[config.mk]
export PLATFORM = sky130hd
export DESIGN_NAME = collision_detector
export DESIGN_NICKNAME = d
export VERILOG_FILES = /design/src/rtl/collision_detector.sv
export SDC_FILE = /design/constraint.sdc
export NUM_CORES = 1
export LEC_CHECK = 0
export CAP_MARGIN = 20
export CORE_AREA = 2 2 50 52
export DETAILED_ROUTE_END_ITERATION = 6
export DIE_AREA = 0 0 52 54
export PLACE_DENSITY = 0.78
export SYNTH_ARGS = -nofsm -noshare
export SYNTH_HDL_FRONTEND = slang
export SYNTH_SLANG_ARGS = --single-unit
[constraint.sdc]
create_clock -name clk -period 3.3 [get_ports clk]
set_input_delay 0.495 -clock clk [delete_from_list [all_inputs] [get_ports clk]]
set_output_delay 0.495 -clock clk [all_outputs]
set_load 0.03 [all_outputs]
[src/rtl/collision_detector.sv]
// Player/obstacle collision detector with frame-based reporting and cooldown.
// A player/obstacle overlap anywhere in a frame is reported as one registered
// collision pulse one clk after the startOfFrame that ends that frame. After a
// report, overlaps are ignored for COOLDOWN_FRAMES frames. hit_count saturates at 255.
// Optional feature: define COLLISION_BORDER_EN to enable player/border reporting
// on collision_border; otherwise that output is tied low.
module collision_detector #(
    parameter int unsigned COOLDOWN_FRAMES = 30
) (
    input  logic       clk,
    input  logic       resetN,
    input  logic       startOfFrame,
    input  logic       drawing_request_player,
    input  logic       drawing_request_obstacle,
    input  logic       drawing_request_border,
    output logic       collision,
    output logic       collision_border,
    output logic [7:0] hit_count
);

    localparam logic [1:0] ARMED       = 2'd0;
    localparam logic [1:0] HIT_PENDING = 2'd1;
    localparam logic [1:0] COOLDOWN    = 2'd2;

    localparam logic [7:0] CoolLoad = 8'(COOLDOWN_FRAMES);

    logic [1:0] state_q, state_d;
    logic [7:0] cool_cnt_q, cool_cnt_d;
    logic [7:0] hit_cnt_q, hit_cnt_d;
    logic       collision_q, collision_d;
    logic       overlap;

    assign overlap = drawing_request_player & drawing_request_obstacle;

    // Next-state logic: latch a hit, report it at end of frame, then hold off.
    always_comb begin
        state_d     = state_q;
        cool_cnt_d  = cool_cnt_q;
        hit_cnt_d   = hit_cnt_q;
        collision_d = 1'b0;
        case (state_q)
            ARMED: begin
                // An overlap coinciding with startOfFrame belongs to the next frame.
                if (overlap) begin
                    state_d = HIT_PENDING;
                end
            end
            HIT_PENDING: begin
                if (startOfFrame) begin
                    collision_d = 1'b1;
                    cool_cnt_d  = CoolLoad;
                    hit_cnt_d   = (hit_cnt_q == 8'hFF) ? hit_cnt_q : hit_cnt_q + 8'd1;
                    state_d     = (CoolLoad == 8'd0) ? ARMED : COOLDOWN;
                end
            end
            COOLDOWN: begin
                if (startOfFrame) begin
                    // Guard against underflow; a count of 1 ends the cooldown.
                    cool_cnt_d = (cool_cnt_q == 8'd0) ? 8'd0 : cool_cnt_q - 8'd1;
                    if (cool_cnt_q <= 8'd1) begin
                        state_d = ARMED;
                    end
                end
            end
            default: begin
                state_d    = ARMED;
                cool_cnt_d = 8'd0;
            end
        endcase
    end

    // State registers; reset discards any pending hit and remaining cooldown.
    always_ff @(posedge clk or negedge resetN) begin
        if (!resetN) begin
            state_q     <= ARMED;
            cool_cnt_q  <= 8'd0;
            hit_cnt_q   <= 8'd0;
            collision_q <= 1'b0;
        end else begin
            state_q     <= state_d;
            cool_cnt_q  <= cool_cnt_d;
            hit_cnt_q   <= hit_cnt_d;
            collision_q <= collision_d;
        end
    end

    assign collision = collision_q;
    assign hit_count = hit_cnt_q;

`ifdef COLLISION_BORDER_EN
    logic border_flag_q, border_flag_d;
    logic border_pulse_q, border_pulse_d;
    logic border_overlap;

    assign border_overlap = drawing_request_player & drawing_request_border;

    // Border flag: startOfFrame reports and clears it; an overlap on that same
    // clk re-arms it for the following frame.
    always_comb begin
        border_pulse_d = 1'b0;
        border_flag_d  = border_flag_q | border_overlap;
        if (startOfFrame) begin
            border_pulse_d = border_flag_q;
            border_flag_d  = border_overlap;
        end
    end

    // Border registers, independent of the hit FSM and cooldown.
    always_ff @(posedge clk or negedge resetN) begin
        if (!resetN) begin
            border_flag_q  <= 1'b0;
            border_pulse_q <= 1'b0;
        end else begin
            border_flag_q  <= border_flag_d;
            border_pulse_q <= border_pulse_d;
        end
    end

    assign collision_border = border_pulse_q;
`else
    logic unused_border;

    assign unused_border    = drawing_request_border;
    assign collision_border = 1'b0;
`endif

endmodule

==> Yosys cells after proc, flatten, opt, wreduce, memory -nomap -nowiden <==
Index checks and enable logic that the tools add are counted.
{ "classes": {"eq_ne": 7, "n_reduce_logical": 5, "muxes": 11, "bitwise": 3, "addsub": 2, "n_lt_le_gt_ge": 1} }
{ "ops": {"columns": ["cell", "n"], "rows": [
  ["8-bit 2-to-1 mux", 3],
  ["8-bit case mux with 3 select lines", 1],
  ["8-bit by 1-bit adder with 8-bit output, second input constant", 1],
  ["8-bit == test, second input constant", 1],
  ["8-bit by 1-bit less-or-equal comparator with 1-bit output, second input constant", 1],
  ["8-bit zero test", 1],
  ["2-bit 2-to-1 mux", 4],
  ["2-bit != test, second input constant", 4],
  ["8-bit by 1-bit subtractor with 8-bit output, second input constant", 1],
  ["2-bit case mux with 3 select lines", 1],
  ["3-bit AND reduction", 2],
  ["4-bit AND reduction", 1],
  ["2-bit by 1-bit == test with 1-bit output, second input constant", 1],
  ["2-bit == test, second input constant", 1],
  ["2-bit zero test", 1],
  ["1-bit 2-to-1 mux", 2],
  ["1-bit NOT", 2],
  ["1-bit bitwise AND", 1]
]} }
{ "totals": {"out_inout_bits": 10, "input_bits": 6, "register_bits": 19, "word_cells": 33} }

==> Logic depth before layout (Yosys ltp) <==
Gate-level depths: netlist (run 1).
{ "depth": {"ltp_word": 4, "ltp_mapped": 7, "ltp_nobuf": 7} }

==> Worst setup path after synthesis (run 1) <==
No wires, ideal clock.
{ "synth_path": {"kind": "register -> register", "startpoint": "register cool_cnt_q[0]", "endpoint": "register cool_cnt_q[6]", "synth_period_minus_slack_ps": 1674, "required_time_ps": 3222, "n_path_buf": 0, "arrival_time_ps": 1596, "setup_ps": 78, "path_stages_with_launch": 6, "setup_slack_ps": 1626, "path_cell_list": "dfrtp_1 inv_1 ha_1 or3b_4 or4_1 o2bb2ai_1"} }
{ "synth_between": {"elab_chain_cells": 4, "word_cells_on_any_way": 5, "cone_classes": "add/sub: 1; mux: 3; reduce/logical: 1"} }
{ "synth_lines": {"columns": ["element", "line", "rtl"], "rows": [
  ["from (decl)", "28", "logic [7:0] cool_cnt_q, cool_cnt_d;"],
  ["from (signal assigned)", "81", "cool_cnt_q <= cool_cnt_d;"],
  ["8-bit by 1-bit subtractor with 8-bit output or 8-bit zero test (tied branches)", "59", "cool_cnt_d = (cool_cnt_q == 8'd0) ? 8'd0 : cool_cnt_q - 8'd1;"],
  ["8-bit 2-to-1 mux *", "59", null],
  ["8-bit 2-to-1 mux *", "57", "if (startOfFrame) begin"],
  ["8-bit case mux with 3 select lines *", "41", "case (state_q)"]
]} }
Mark *: on every way between the ends. The rest lies on a longest branch, timed or not. The select of a mux whose other input is x is not followed.
A chain may end at the register's enable or synchronous reset.

==> Worst setup path in the final report (run 1) <==
{ "layout_path": {"startpoint": "register hit_cnt_q[3] (netlist: hit_count[3])", "endpoint": "output hit_count[3]"} }
{ "layout_rtl": {"columns": ["element", "line", "rtl"], "rows": [
  ["from (decl)", "29", "logic [7:0] hit_cnt_q, hit_cnt_d;"],
  ["from (signal assigned)", "82", "hit_cnt_q <= hit_cnt_d;"],
  ["to (decl)", "18", "output logic [7:0] hit_count"]
]} }
No word-level cell between the ends.

==> flow_metrics.py, run 1 <==
metrics = {
    "clock_tree": {
        "clk_latency_ps": 310,
        "cts.sinks": 19,
        "holdBufCountCts": 0,
        "htreeDepth": 1,
        "cts_resized": 0,
        "numCtsBuffers": 3,
        "cts_tree": "yes",
        "clock_path_buffers": 2,
        "cts_root_buf": "clkbuf_4",
        "clkSlewWorstSetupHoldPaths_ps": 110,
        "post_cts_buffers": 0,
    },
    "synthesis": {
        "synth_seq_area_share": 0.432,
        "syn_inst": 108,
        "synth-main-ff-cell": "dfrtp_1",
        "synth.distinct_cells": 41,
        "syn-num-nets": 121,
        "async_flop_share": 1.00,
        "syn_avg_cell_area_um2": 10.2,
        "yosysWarnings": 0,
        "synth-seq-cells": 19,
        "syn_area_um2": 1100,
        "synth_edf_count": 0,
    },
    "floorplanning": {
        "pin_count": 16,
        "std_cell_rows": 18,
        "die_y_um": 54,
        "die_w_um": 52,
        "fp.dieArea_um2": 2810,
        "start_util": 0.475,
        "core_um2": 2320,
    },
    "run": {
        "maxCapViolCount": 0,
    },
    "timing": {
        "fin_crit_ps": 1930,
        "timing.final.crit_share": 0.586,
        "skew_ps": 12.0,
        "max_freq_mhz": 517,
        "worst_slew_pin_slew_ps": 863,
        "maxSlewHeadroom": 0.423,
        "rsz0062_at_grt": "false",
        "drv_slew": 0,
        "fin_setup_tns_ps": 0,
        "hold_slack_ps": 524,
        "setup_viol": 0,
        "hold_violations": 0,
    },
    "power": {
        "power_mw": 1.33,
        "power_leakage_nw": 0.590,
        "power_density_nw_per_um2": 1040,
        "vdd_drop_max_v": 0.000612,
    },
    "worst_setup_path": {
        "critPathCaptureType": "output port",
        "crit_fanout": 5,
        "r2r_cells": 6,
        "crit_arrival_ps": 1440,
        "cp_top_family": "buffers and inverters",
        "worst_path_max_delay_cell": "clkdlybuf4s50_1",
        "r2r-end": "cool_cnt_q[2]",
        "worstPathRequired_ps": 2800,
        "cpPeakStageDelay_ps": 700,
        "cp-start-kind": "flip-flop",
        "crit_chain": "clkdlybuf4s50_1",
        "r2r_slack_ps": 1470,
        "worst-path-buf-inv": 1,
        "setup.worst_path.class": "reg2out",
        "r2r-start": "state_q[0]",
    },
    "grt": {
        "grt_max_degree": 20,
        "antenna_found_initial": 0,
        "grt_pass1_wl_mm": 3.73,
        "grt_pass1_vias": 873,
        "grt_usage": 0.181,
        "grt-ovfl-total": 0,
    },
    "routing": {
        "viasPerCell": 5.54,
        "drt-initial-drc-count": 10,
        "drc_errors": 0,
        "routedWlPerCell_um": 13.6,
        "drt-total-wl_mm": 2.10,
        "vias": 853,
        "ant_nets": 0,
        "first_pass_iters": 4,
    },
    "finish": {
        "drive_above_1_share": 0.0726,
        "area_growth_syn_to_layout_pct": 16.9,
        "fin_util": 0.555,
        "num_antenna_cells": 0,
        "layout.nets": 138,
    },
    "placement": {
        "gp_congestion": 0.899,
        "dp_hpwl_mm": 1.56,
        "port_buffers": 13,
    },
    "worst_hold_path": {
        "hold_start": "cool_cnt_q[7]",
        "hold_path.class": "reg2reg",
        "min_path_cells": 1,
        "holdPathEnd": "cool_cnt_q[7]",
    },
    "status": {
        "outcome": "completed",
    },
}
==> cell usage after synthesis (all sizes together), types with 2 or more instances <==
cell type / n / area [um^2]
a21o: 2 / 15.0
a21oi: 2 / 10.0
a31oi: 2 / 12.5
and4: 2 / 17.5
dfrtp: 19 / 475
ha: 7 / 87.6
inv: 6 / 22.5
mux2: 4 / 45.0
nand2: 7 / 26.3
nand2b: 2 / 12.5
nand3: 4 / 20.0
nand4: 3 / 18.8
nor2: 7 / 26.3
nor3: 5 / 41.3
nor3b: 2 / 15.0
nor4: 2 / 12.5
o211ai: 2 / 15.0
o21ai: 7 / 35.0
or4: 2 / 15.0
xnor2: 2 / 17.5
xor2: 3 / 26.3
==> worst max path at each step <==
stage | from | end | cells after the start
floorplan | cool_cnt_q[0] | cool_cnt_q[6] | 5
global placement | startOfFrame | cool_cnt_q[2] | 5
detailed placement | startOfFrame | cool_cnt_q[2] | 5
CTS | hit_count[5] | hit_count[5] | 1
global route | hit_count[5] | hit_count[5] | 1
finish | hit_count[3] | hit_count[3] | 1
==> cell usage in the layout (no fill, tap or decap), drive strengths merged, types with 2 or more instances in the layout <==
master,instances
mux2,4
dfrtp,19
nand3,4
and4,2
nor2,7
clkbuf,4
clkdlybuf4s50,13
o211ai,2
inv,6
nor4,2
a21o,2
nand2,7
nand2b,2
nor3,5
nor3b,2
or4,2
ha,7
xnor2,2
a31oi,2
xor2,3
o21ai,7
nand4,3
a21oi,2
==> cell type report <==
type                    instances  area [um^2]
fillers                       211         1030
repair buffers                 13          130
flip-flops and latches         19          475
clock buffers                   4         26.3
multi-input cells              82          596
well taps                      30         37.5
inverters                       6         22.5
==> metrics by stage <==
stage,setup WS [ps],instances,instance area (um^2)
5_1_grt,1290,154,1290
4_1_cts,1350,154,1290
3_3_place_gp,1280,150,1260
6_report,1370,154,1290
2_1_floorplan,1630,108,1100
3_5_place_dp,1250,150,1260
==> metal layers <==
layer / GRT usage / wire length (um) / part of all wire / up-vias
met2: 0.270 / 977 / 0.47 / 13
li1: - / - / - / 432
met4: 0.0965 / 28 / 0.013 / 0
met5: 0 / 0 / 0 / -
met1: 0.249 / 1040 / 0.50 / 405
met3: 0.0361 / 46 / 0.022 / 3
==> logic make-up (layout without fill, tap and decap cells) <==
group / Yosys count / after routing / synth area share
buf+inv: 7 / 23 / 0.0273
simple gates: 41 / 41 / 0.224
mux: 5 / 5 / 0.0500
fa+ha+maj: 7 / 7 / 0.0795
flops: 19 / 19 / 0.432
compound gates: 23 / 23 / 0.144
other cells: 1 / 1 / 0.00341
xor+xnor: 5 / 5 / 0.0398
==> sequential cells by signal, summed over array words and instances (netlist names) <==
register	count
cool_cnt_q	8
hit_count	8
collision	1
state_q	2
==> power breakdown <==
part / internal, mW / switching [mW]
combinational: 0.355 / 0.423
sequential: 0.322 / 0.113
clock: 0.0472 / 0.0736
Note: power is estimated with default switching activity, not from simulation.
==> run 2, diff against run 1 <==
CORE_AREA = 2 2 52 54   (was 2 2 50 52)
DIE_AREA = 0 0 54 56   (was 0 0 52 54)
PLACE_DENSITY = 0.76   (was 0.78)
clock period = 1.72 ns   (was 3.3 ns; I/O delays follow)
==> run 2 against run 1 <==
  * Die area is 7.7% higher
  * Via count is 9.8% higher
  * First-iteration DRC count is 90% higher
  * Count of clock-buffer cells in the layout stayed put
  * Non-clock buffer count is 12 higher
  * Hold slack worse by 230 ps
  * Sequential share of layout area is 3.2 points lower
  * Sequential power is 91% higher
  * Sequential cell count stayed put
  * Clock power is 88% higher
  * Critical path depth is 6 higher
  * Largest cell class unchanged
  * Worst setup slack worse by 1300 ps
==> flow_metrics.py, run 2 (synthesized netlist as in run 1, its figures left out) <==
metrics = {
    "clock_tree": {
        "clock_path_buffers": 2,
        "htreeDepth": 1,
        "clkSlewWorstSetupHoldPaths_ps": 110,
        "numCtsBuffers": 3,
        "clk_latency_ps": 290,
        "post_cts_buffers": 0,
        "cts_root_buf": "clkbuf_4",
        "cts_tree": "yes",
        "cts.sinks": 19,
    },
    "routing": {
        "ant_nets": 0,
        "wirelength_met1_mm": 1.02,
        "drc_errors": 0,
        "routedWlPerCell_um": 14.1,
        "drt-initial-drc-count": 19,
        "viasPerCell": 5.64,
        "drt-total-wl_mm": 2.34,
        "top_layer": "met4",
        "vias": 937,
        "first_pass_iters": 4,
        "wl_met3_um": 81,
        "met2_length_mm": 1.21,
    },
    "status": {
        "outcome": "completed",
    },
    "floorplanning": {
        "core_um2": 2430,
        "die_y_um": 56,
        "die_w_um": 54,
        "std_cell_rows": 18,
        "pin_count": 16,
        "start_util": 0.453,
        "fp.dieArea_um2": 3020,
    },
    "worst_setup_path": {
        "worst_path_max_delay_cell": "dfrtp_1",
        "crit_fanout": 4,
        "setup.worst_path.class": "reg2reg",
        "cp_top_family": "flip-flops",
        "critPathCaptureType": "flip-flop",
        "worstPathRequired_ps": 1900,
        "crit_arrival_ps": 1850,
        "cp-start-kind": "flip-flop",
        "cpPeakStageDelay_ps": 420,
        "worst-path-buf-inv": 2,
        "crit_chain": "inv_1 > ha_1 > nand2_1 > inv_2 > nand4_1 > nor2_1 > mux2_1",
    },
    "power": {
        "vdd_drop_max_v": 0.00139,
        "p_sw_frac": 0.443,
        "power_leakage_nw": 0.745,
        "power_density_nw_per_um2": 1970,
        "p_seq_frac": 0.300,
        "p_sw_mw": 1.23,
        "power_mw": 2.77,
        "clockPowerShare": 0.082,
        "comb_power_share": 0.618,
        "internal-power_mw": 1.54,
    },
    "timing": {
        "layout_setup_ws_ps": 55.5,
        "hold_slack_ps": 293,
        "fin_crit_ps": 1660,
        "timing.final.crit_share": 0.968,
        "fin_setup_tns_ps": 0,
        "setup_viol": 0,
        "rsz0062_at_grt": "true",
        "drv_slew": 0,
        "hold_violations": 0,
        "skew_ps": 4.52,
        "max_freq_mhz": 601,
    },
    "placement": {
        "pre_cts_ws_ps": 29.7,
        "dp_hpwl_mm": 1.75,
        "port_buffers": 13,
        "gp_congestion": 0.919,
    },
    "worst_hold_path": {
        "hold_path.class": "in2async",
    },
    "grt": {
        "grt_pass1_wl_mm": 4.00,
        "antenna_found_initial": 0,
        "grt-ovfl-total": 0,
        "grt_usage": 0.175,
        "grt_max_degree": 20,
        "grt_pass1_vias": 923,
    },
    "finish": {
        "mostFrequentLayoutCell": "dfrtp_1",
        "num_antenna_cells": 0,
        "nFillCells": 204,
        "area_growth_syn_to_layout_pct": 28.0,
        "multi_input_area_um2": 609,
        "area.sequential_um2": 475,
        "drive_above_1_share": 0.199,
        "layout_common_cells": "dfrtp_1 (19), buf_4 (12), nand2_1 (7), nor2_1 (7), dlymetal6s2s_1 (7)",
        "layout.nets": 150,
    },
    "run": {
        "maxCapViolCount": 0,
    },
}
-- run 2: changes by cell type in the layout (fill, tap and decap cells not counted), sizes merged --
| cell | previous run | this run |
|---|---|---|
| buf | 0 | 12 |
| clkdlybuf4s50 | 13 | 6 |
| dlymetal6s2s | 0 | 7 |
-- run 2: power groups by stage --
stage	sequential, mW	combinational (mW)	clock, mW
after floorplan	0.942	0.980	0
after global placement	0.810	1.63	0
after detailed placement	0.831	1.69	0
after CTS	0.825	1.70	0.236
after global routing	0.859	1.90	0.251
final	0.831	1.71	0.227
-- run 2: metal layers --
metal	vias up	track usage
li1	456	-
met1	453	0.226
met2	22	0.296
met3	6	0.0188
met4	0	0.0607
met5	-	0
-- run 2: worst register-to-register path: stages, from the launching register on --
cell and delay (ps):
dfrtp_1 420, inv_1 90, ha_1 220, nand2_1 110
inv_2 80, nand4_1 130, nor2_1 180, mux2_1 340
-- run 2: cell type report --
class,instances,area share
repair buffers,25,0.169
flip-flops and latches,19,0.337
well taps,30,0.0266
multi-input cells,82,0.433
inverters,6,0.0160
clock buffers,4,0.0187
-- run 2: metrics by stage --
stage | area [um^2] | util | std cells
floorplan | 1100 | - | 108
global placement | 1350 | 0.556 | 162
detailed placement | 1350 | 0.556 | 162
CTS | 1380 | 0.566 | 166
global route | 1410 | 0.579 | 166
finish | 1410 | 0.579 | 166
-- run 2: path summary, 6_finish.rpt --
path	start	endpoint	slack (ps)	cells past startpoint
max	state_q[1]	hit_count[6]	60	7
min	resetN	cool_cnt_q[0]	290	2
max reg2reg	state_q[1]	hit_count[6]	60	7
min reg2reg	cool_cnt_q[7]	cool_cnt_q[7]	530	1
max in group asynchronous	resetN	hit_count[6]	1220	2
min in group clk	cool_cnt_q[7]	cool_cnt_q[7]	530	1
-- run 2: what timing repair did --
item                       4_1_cts  5_1_grt
setup endpoints to repair        0       16
hold buffers                     0        0
resized for setup                0       13
==> run 3, diff against run 2 <==
GPL_ROUTABILITY_DRIVEN = 0   (was not set)
PLACE_DENSITY = 0.71   (was 0.76)
==> run 3 against run 2 <==
  * Critical path depth is 2 lower
  * Critical endpoint is now cool_cnt_q[6]
  * Final cell count is 0.60% lower
  * Sequential power is 1% lower
  * Clock power is 2% lower
  * Die area stayed put
  * Sequential share of layout area is 0.18 points lower
  * Non-clock buffer count is 1 lower
  * Utilization is 0.31 points higher
==> flow_metrics.py, run 3 (synthesized netlist as in run 1, its figures left out) <==
metrics = {
    "routing": {
        "ant_nets": 0,
        "routedWlPerCell_um": 13.0,
        "drc_errors": 0,
        "vias": 884,
        "drt-initial-drc-count": 16,
        "first_pass_iters": 4,
        "drt-total-wl_mm": 2.15,
        "viasPerCell": 5.36,
    },
    "floorplanning": {
        "fp.dieArea_um2": 3020,
        "die_w_um": 54,
        "start_util": 0.453,
        "pin_count": 16,
        "std_cell_rows": 18,
        "core_um2": 2430,
        "die_y_um": 56,
    },
    "worst_setup_path": {
        "crit_fanout": 4,
        "cp-start-kind": "flip-flop",
        "r2r_slack_ps": 60,
        "r2r-end": "cool_cnt_q[6]",
        "crit_arrival_ps": 1870,
        "critPathCaptureType": "flip-flop",
        "r2r-start": "cool_cnt_q[0]",
        "r2r_cells": 5,
        "worstPathRequired_ps": 1930,
        "setup.worst_path.class": "reg2reg",
    },
    "finish": {
        "num_antenna_cells": 0,
        "multi_input_area_um2": 624,
        "layout_common_cells": "dfrtp_1 (19), buf_4 (11), nand2_1 (7), nor2_1 (7), dlymetal6s2s_1 (7)",
        "finalNonFillerCells": 165,
        "area.sequential_um2": 475,
        "area_growth_syn_to_layout_pct": 28.6,
        "drive_above_1_share": 0.207,
        "layout.nets": 149,
        "nFillCells": 210,
        "fin_area_um2": 1420,
        "mostFrequentLayoutCell": "dfrtp_1",
    },
    "worst_hold_path": {
        "hold_path.class": "in2async",
    },
    "clock_tree": {
        "htreeDepth": 1,
        "cts.sinks": 19,
        "numCtsBuffers": 3,
        "clock_path_buffers": 2,
        "cts_tree": "yes",
        "clk_latency_ps": 290,
        "cts_root_buf": "clkbuf_4",
        "clkSlewWorstSetupHoldPaths_ps": 120,
    },
    "grt": {
        "grt_max_degree": 20,
        "grt_usage": 0.167,
        "grt-ovfl-total": 0,
        "grt_pass1_vias": 906,
        "grt_pass1_wl_mm": 3.90,
        "antenna_found_initial": 0,
    },
    "timing": {
        "skew_ps": 15.9,
        "timing.final.crit_share": 0.967,
        "fin_setup_tns_ps": 0,
        "layout_setup_ws_ps": 57.4,
        "hold_violations": 0,
        "setup_viol": 0,
        "max_freq_mhz": 601,
        "fin_crit_ps": 1660,
        "drv_slew": 0,
    },
    "placement": {
        "port_buffers": 13,
        "postPlaceCellArea_um2": 1340,
        "dp_hpwl_mm": 1.66,
        "placedCellCount": 160,
        "pre_cts_ws_ps": 4.52,
    },
    "power": {
        "power_density_nw_per_um2": 1960,
        "vdd_drop_max_v": 0.00114,
        "power_leakage_nw": 0.739,
    },
    "status": {
        "outcome": "completed",
    },
    "run": {
        "maxCapViolCount": 0,
    },
}
-- run 3: cell count changes in the layout (fill, tap and decap cells not counted), sizes merged --
cell,delta
buf,-1
-- run 3: stage by stage --
| step | power [mW] | utilization | hold WS, ps |
|---|---|---|---|
| 2_1_floorplan | 1.92 | - | -37.6 |
| 3_3_place_gp | 2.42 | 0.549 | 495 |
| 3_5_place_dp | 2.48 | 0.549 | 516 |
| 4_1_cts | 2.73 | 0.562 | 284 |
| 5_1_grt | 3.00 | 0.582 | 304 |
| 6_report | 2.78 | 0.582 | 275 |
-- run 3: per-layer routing --
layer	vias up	share of wire	global-route usage
met3	2	0.032	0.0376
li1	451	-	-
met4	0	0.0051	0.0321
met2	10	0.51	0.280
met5	-	0	0
met1	421	0.45	0.215
-- run 3: power by group --
group / switching, mW / internal (mW) / total, mW
clock network: 0.133 / 0.0899 / 0.223
registers: 0.204 / 0.618 / 0.822
logic: 0.882 / 0.852 / 1.73
total: 1.22 / 1.56 / 2.78
-- run 3: what timing repair did --
item | in CTS | in global routing
hold buffers | 0 | 0
resized for setup | 2 | 14
buffers inserted | 0 | 1
pin swaps | 0 | 2
setup endpoints to repair | 2 | 14
-- run 3: worst max-delay path by stage --
stage                  startpoint             to  slack [ps]  depth (start not counted)
floorplan           cool_cnt_q[0]  cool_cnt_q[6]          50                          5
global placement     startOfFrame  cool_cnt_q[2]          50                          5
detailed placement   startOfFrame  cool_cnt_q[2]           5                          5
CTS                 cool_cnt_q[1]  cool_cnt_q[6]          10                          5
global route           state_q[1]   hit_count[6]         -20                          7
finish              cool_cnt_q[0]  cool_cnt_q[6]          60                          5
-- run 3: area by class of cell --
class | count | share of cell area
inverter | 6 | 0.0159
clock buffer | 4 | 0.0186
sequential | 19 | 0.336
multi-input combinational | 82 | 0.441
tap | 30 | 0.0265
timing repair buffer | 24 | 0.163
-- run 3: critical path, cell delays in order (launching register included) --
cell,delay [ps]
dfrtp_1,410
inv_2,100
ha_4,140
or3b_4,390
or4_1,400
o2bb2ai_1,140
